## src/rtl/ddr_weight_read_server.sv

```systemverilog
// ddr_weight_read_server: turns each new 27-bit word address into one MIG DDR3 UI line read and returns the selected 16-bit word.
// Optional macro DDR_LINE_CACHE_EN keeps the last returned line so same-line requests bypass the MIG.
module ddr_weight_read_server #(
  parameter int ADDR_W     = 27,
  parameter int LINE_WORDS = 8
) (
  input  logic                       clk,
  input  logic                       reset,
  input  logic [ADDR_W-1:0]          read_address,
  output logic [15:0]                ram_data_out,
  output logic                       read_data_valid,
  input  logic                       calib_done,
  output logic [ADDR_W-1:0]          app_addr,
  output logic [2:0]                 app_cmd,
  output logic                       app_en,
  input  logic                       app_rdy,
  input  logic [16*LINE_WORDS-1:0]   app_rd_data,
  input  logic                       app_rd_data_valid,
  output logic                       busy
);

  localparam int LANE_W = $clog2(LINE_WORDS);
  localparam int TAG_W  = ADDR_W - LANE_W;

  typedef enum logic [2:0] {INIT, IDLE, ISSUE, WAIT_DATA, HIT} state_t;

  state_t            state;
  logic              served;
  logic [ADDR_W-1:0] req_addr;
  logic              new_req;
  logic [15:0]       rd_word;
  logic              hit;
  logic [15:0]       hit_word;

  assign app_cmd = 3'b001;
  assign new_req = !served || (read_address != req_addr);
  assign rd_word = app_rd_data[{req_addr[LANE_W-1:0], 4'b0000} +: 16];

`ifdef DDR_LINE_CACHE_EN
  logic [16*LINE_WORDS-1:0] line_dat;
  logic [TAG_W-1:0]         line_tag;
  logic                     line_vld;

  assign hit      = line_vld && (read_address[ADDR_W-1:LANE_W] == line_tag);
  assign hit_word = line_dat[{req_addr[LANE_W-1:0], 4'b0000} +: 16];

  always_ff @(posedge clk or posedge reset) begin
    if (reset) begin
      line_dat <= '0;
      line_tag <= '0;
      line_vld <= 1'b0;
    end else if (!calib_done) begin
      line_vld <= 1'b0;
    end else if (state == WAIT_DATA && app_rd_data_valid) begin
      line_dat <= app_rd_data;
      line_tag <= req_addr[ADDR_W-1:LANE_W];
      line_vld <= 1'b1;
    end
  end
`else
  assign hit      = 1'b0;
  assign hit_word = 16'h0000;
`endif

  always_ff @(posedge clk or posedge reset) begin
    if (reset) begin
      state           <= INIT;
      read_data_valid <= 1'b0;
      ram_data_out    <= '0;
      app_en          <= 1'b0;
      app_addr        <= '0;
      busy            <= 1'b1;
      served          <= 1'b0;
      req_addr        <= '0;
    end else if (!calib_done) begin
      // Loss of calibration invalidates everything in flight; the request is replayed afterwards.
      state           <= INIT;
      read_data_valid <= 1'b0;
      served          <= 1'b0;
      app_en          <= 1'b0;
      busy            <= 1'b1;
    end else begin
      case (state)
        INIT: begin
          state <= IDLE;
          busy  <= 1'b0;
        end
        IDLE: begin
          if (new_req) begin
            read_data_valid <= 1'b0;
            req_addr        <= read_address;
            busy            <= 1'b1;
            if (hit) begin
              state <= HIT;
            end else begin
              state    <= ISSUE;
              app_en   <= 1'b1;
              app_addr <= {read_address[ADDR_W-1:LANE_W], {LANE_W{1'b0}}};
            end
          end
        end
        ISSUE: begin
          if (app_rdy) begin
            app_en <= 1'b0;
            state  <= WAIT_DATA;
          end
        end
        WAIT_DATA: begin
          if (app_rd_data_valid) begin
            // Only flag valid if the engine still wants this address; otherwise IDLE relaunches.
            ram_data_out    <= rd_word;
            served          <= 1'b1;
            read_data_valid <= (read_address == req_addr);
            state           <= IDLE;
            busy            <= 1'b0;
          end
        end
        HIT: begin
          ram_data_out    <= hit_word;
          served          <= 1'b1;
          read_data_valid <= (read_address == req_addr);
          state           <= IDLE;
          busy            <= 1'b0;
        end
        default: begin
          state  <= INIT;
          app_en <= 1'b0;
          busy   <= 1'b1;
        end
      endcase
    end
  end

endmodule

```

## config.mk

```make
export PLATFORM = sky130hd
export DESIGN_NAME = ddr_weight_read_server
export DESIGN_NICKNAME = d
export VERILOG_FILES = /design/src/rtl/ddr_weight_read_server.sv
export SDC_FILE = /design/constraint.sdc
export NUM_CORES = 1
export LEC_CHECK = 0
export CORE_MARGIN = 2
export CORE_UTILIZATION = 38
export CTS_CLUSTER_DIAMETER = 200
export DETAILED_ROUTE_END_ITERATION = 10
export GPL_TIMING_DRIVEN = 0
export PLACE_DENSITY = 0.89
export SLEW_MARGIN = 10
export SYNTH_ARGS = -nofsm -noshare
export SYNTH_HDL_FRONTEND = slang
export SYNTH_SLANG_ARGS = --single-unit
```

## constraint.sdc

```tcl
create_clock -name clk -period 2.74 [get_ports clk]
set_input_delay 0.685 -clock clk [delete_from_list [all_inputs] [get_ports clk]]
set_output_delay 0.685 -clock clk [all_outputs]
set_load 0.005 [all_outputs]
```

==> metrics.txt, run 1 <==
power per cell area=835 nW/um2; reg2reg path depth=9; vias in the first global route=3391; R2R setup slack=0.14 ns; DR vias=3066; Diodes inserted=0; first-pass GRT wire length=16900 um; startpoint types=primary input; Synth Area in XOR/XNOR=0.0675; Die ar.=10000 um2; largest net degree at the start of global routing=28; gp weighted congestion=0.805; die height=100 um; Critical Path End=req_addr[5]$_DFFE_PP0P_; Final Setup Violations=0; overall power=4890 uW; Sw Pwr=1630 uW; TritonCTS Sinks=49; hold buffers post-CTS=0; Seq pwr share=0.279; final wirelength=10800 um; CP cell instances=dlygate4sd2_1, xor2_1, nor4_2, nand4_1, or3_4, o211a_1, buf_6, buf_12, mux2_4; Req. time, crit path=2.93 ns; Clock power frac=0.086; FMAX=376 MHz; # IOs=209; Filler Cell Count=731; Gate power share=0.634; worst hold-check path type=flop to flop; gr usage total=0.218; drt first pass iters=4; grt total ovfl=0; Hold Vio Cnt, Final=0; Max VDD drop=0.000357 V; reg2reg start=req_addr[1]$_DFFE_PP0P_; Post-Synthesis Cell Area=3500 um2; CP endpoint kind=flop; mux contribution to synthesized area=0.360; Worst-Skew Late Latency=0.30 ns; setup TNS=0 ns; kind of critical path=primary input to flop; FP Rows=35; worst-path maximum fanout=10; switching part of the total=0.334; Synth cell types=35; Worst EP arrival=2.85 ns; post-DR wirelength/cell=17.7 um; width of the die=100 um; starting DRC count in detailed routing=61; Final Max Tran Viols=0; CTS buffer count=5; fin area=5850 um2; Slowest-stage cell, CP=or3_4; Final Critical Period=2.66 ns; period utilization=0.971; share of cells above drive strength 1=0.236; max-cap viol count=0; initial antenna violation count=0; Initial Utilization=0.385; Bufs on Longest Clock Path=2; CP startpoint=read_address[2]; synthesized-area fraction occupied by and/or/nand/nor cells=0.0578; largest family of logic cells by synthesized area=multiplexers; Core Region=9110 um2; fin worst setup slack=0.0784 ns; Synth Instances=279; post-synthesis sequential area ratio=0.350; Worst Max-Slew Pin Slew=0.824 ns; number of remaining DRC errors=0; status=finished clean; R2R Path End=req_addr[5]$_DFFE_PP0P_; Seq cells post-synth=49; Avg Cell Area, Syn=12.6 um2; Final nets=662; DP Worst Slack=-0.628 ns; Root Driver=clkbuf_8; final setup skew=0.00771 ns; Final HPWL DP=9010 um; dpl cell area=5700 um2; CTS HTree Levels=2; Leak=0.00250 uW; CTS clock-pin slew for the worst setup and hold paths=0.09 ns; antenna viol nets, final=0; Max transition margin=0.451; Internal=3260 uW; Vias/cell=5.02; Slowest Stage Delay on Critical Path=0.43 ns; I/O Buffers=202; fraction of the mapped netlist area in adder cells=0.0107; unrepaired setup endpoints after global routing=false; synthesis-to-finish area growth=66.9%; complex-gate fraction of the synthesized area=0.0493; TritonCTS clock tree=done; Ys Warns=0
timing repair:
action,CTS,global route
buffers inserted,7,0
gates cloned,0,0
resized for setup,15,8
setup endpoints to repair,28,31
pin swaps,9,8
registers in the layout, summed over array words and instances, names as in the netlist:
name and cells:
req_addr 26, ram_data_out 16, state 2, app_addr 1
app_en 1, busy 1, read_data_valid 1, served 1
power by group through the flow:
| stage | Clock, uW | Combinational, uW | Sequential [uW] |
|---|---|---|---|
| after floorplan | 0 | 1910 | 1310 |
| after CTS | 441 | 3170 | 1340 |
| after detailed placement | 0 | 3130 | 1360 |
| after global routing | 475 | 3350 | 1410 |
| final | 422 | 3100 | 1370 |
| after global placement | 0 | 3050 | 1330 |
metrics by stage:
step,std cells,util,hold WS [ns]
2_1_floorplan,283,-,0.472
3_3_place_gp,596,0.624,0.464
3_5_place_dp,597,0.626,0.469
4_1_cts,612,0.641,0.491
5_1_grt,611,0.642,0.526
6_report,611,0.642,0.483
cell families after synthesis:
logic type | Yosys count
XOR/XNOR | 27
adder cells (fa/ha/maj) | 3
buffers and inverters | 53
multiplexers | 75
flip-flops | 49
AO/OA/AOI/OAI | 29
other | 2
AND/OR/NAND/NOR | 41
cells in the final DEF, fill, tap and decap left out, types with 2 or more instances in the layout:
cell type          n
buf_12             3
o21ai_0           20
dlymetal6s2s_1     5
clkinv_2           2
conb_1             6
buf_4             37
nand3_1            4
dfrtp_1           48
buf_6              2
nand2_1           22
ha_1               3
clkbuf_1           8
mux4_2            32
xnor2_1            3
mux2_2             7
xor2_1            24
buf_1              4
o31ai_1            3
nand3b_1           2
dlygate4sd2_1     11
nor4_1             3
mux2i_1           16
nor4_2             4
clkbuf_8           5
mux2_4            20
inv_1              5
clkdlybuf4s50_1  185
cell type report:
class | count | area [um2] | area share
clock inverter | 2 | 10.0 | 0.00171
timing repair buffer | 210 | 2090 | 0.357
sequential | 49 | 1230 | 0.210
inverter | 6 | 22.5 | 0.00385
multi-input combinational | 181 | 1960 | 0.334
tap | 111 | 139 | 0.0237
clock buffer | 6 | 72.6 | 0.0124
buffer | 46 | 334 | 0.0571
how the worst min path moves through the flow:
stage,cells past startpoint,end,start
2_1_floorplan,2,served$_DFFE_PP0P_,served$_DFFE_PP0P_
3_3_place_gp,2,ram_data_out[8]$_DFFE_PP0P_,ram_data_out[8]$_DFFE_PP0P_
3_5_place_dp,2,ram_data_out[5]$_DFFE_PP0P_,ram_data_out[5]$_DFFE_PP0P_
4_1_cts,2,ram_data_out[5]$_DFFE_PP0P_,ram_data_out[5]$_DFFE_PP0P_
5_1_grt,2,ram_data_out[11]$_DFFE_PP0P_,ram_data_out[11]$_DFFE_PP0P_
6_report,2,ram_data_out[5]$_DFFE_PP0P_,ram_data_out[5]$_DFFE_PP0P_
routing by layer:
layer | global-route usage | up-vias | part of all wire
li1 | - | 1426 | -
met1 | 0.260 | 1481 | 0.38
met2 | 0.397 | 134 | 0.53
met3 | 0.0355 | 25 | 0.052
met4 | 0.0780 | 0 | 0.031
met5 | 0 | - | 0
worst max-delay path: cells and delay by family:
family	cells	cell delay [ns]
buf+inv	3	0.53
xor+xnor	1	0.16
compound gates	1	0.22
mux	1	0.31
simple gates	3	0.94
synth_stat cells (all sizes together):
master   n  area share
dfrtp   48        0.34
buf     39       0.088
mux4    32        0.21
mux2    27        0.11
xor2    24       0.060
nand2   22       0.024
o21ai   20       0.029
mux2i   16       0.046
clkbuf   8      0.0086
nor4     7       0.012
inv      6      0.0064
nand3    4      0.0057
ha       3       0.011
o31ai    3      0.0064
xnor2    3      0.0075
conb     2      0.0021
nand3b   2      0.0043
a21oi    1      0.0014
a22o     1      0.0025
dfstp    1      0.0075
nand2b   1      0.0018
nand4    1      0.0018
nor2     1      0.0011
nor2b    1      0.0018
nor3b    1      0.0021
o211a    1      0.0029
o211ai   1      0.0021
o21bai   1      0.0021
o221a    1      0.0032
or3      1      0.0032
(Power assumes the default switching activity.)
==> inputs of run 2 (changes only) <==
==> constraint.sdc (replaced) <==
create_clock -name clk -period 2.74 [get_ports clk]
set_input_delay 0.685 -clock clk [delete_from_list [all_inputs] [get_ports clk]]
set_output_delay 0.685 -clock clk [all_outputs]
set_load 0.1 [all_outputs]
==> results of run 2 <==
The final DEF is identical to that of run 1. Status: finished clean.
Main changes from that run: setup slack after layout 0.0784 ns -> 0.0668 ns; start point of the critical path read_address[2] -> busy$_DFFE_PP1P_; end point of the critical path req_addr[5]$_DFFE_PP0P_ -> busy; total power 4890 uW -> 7170 uW; worst IR drop on VDD 0.000357 V -> 0.000745 V
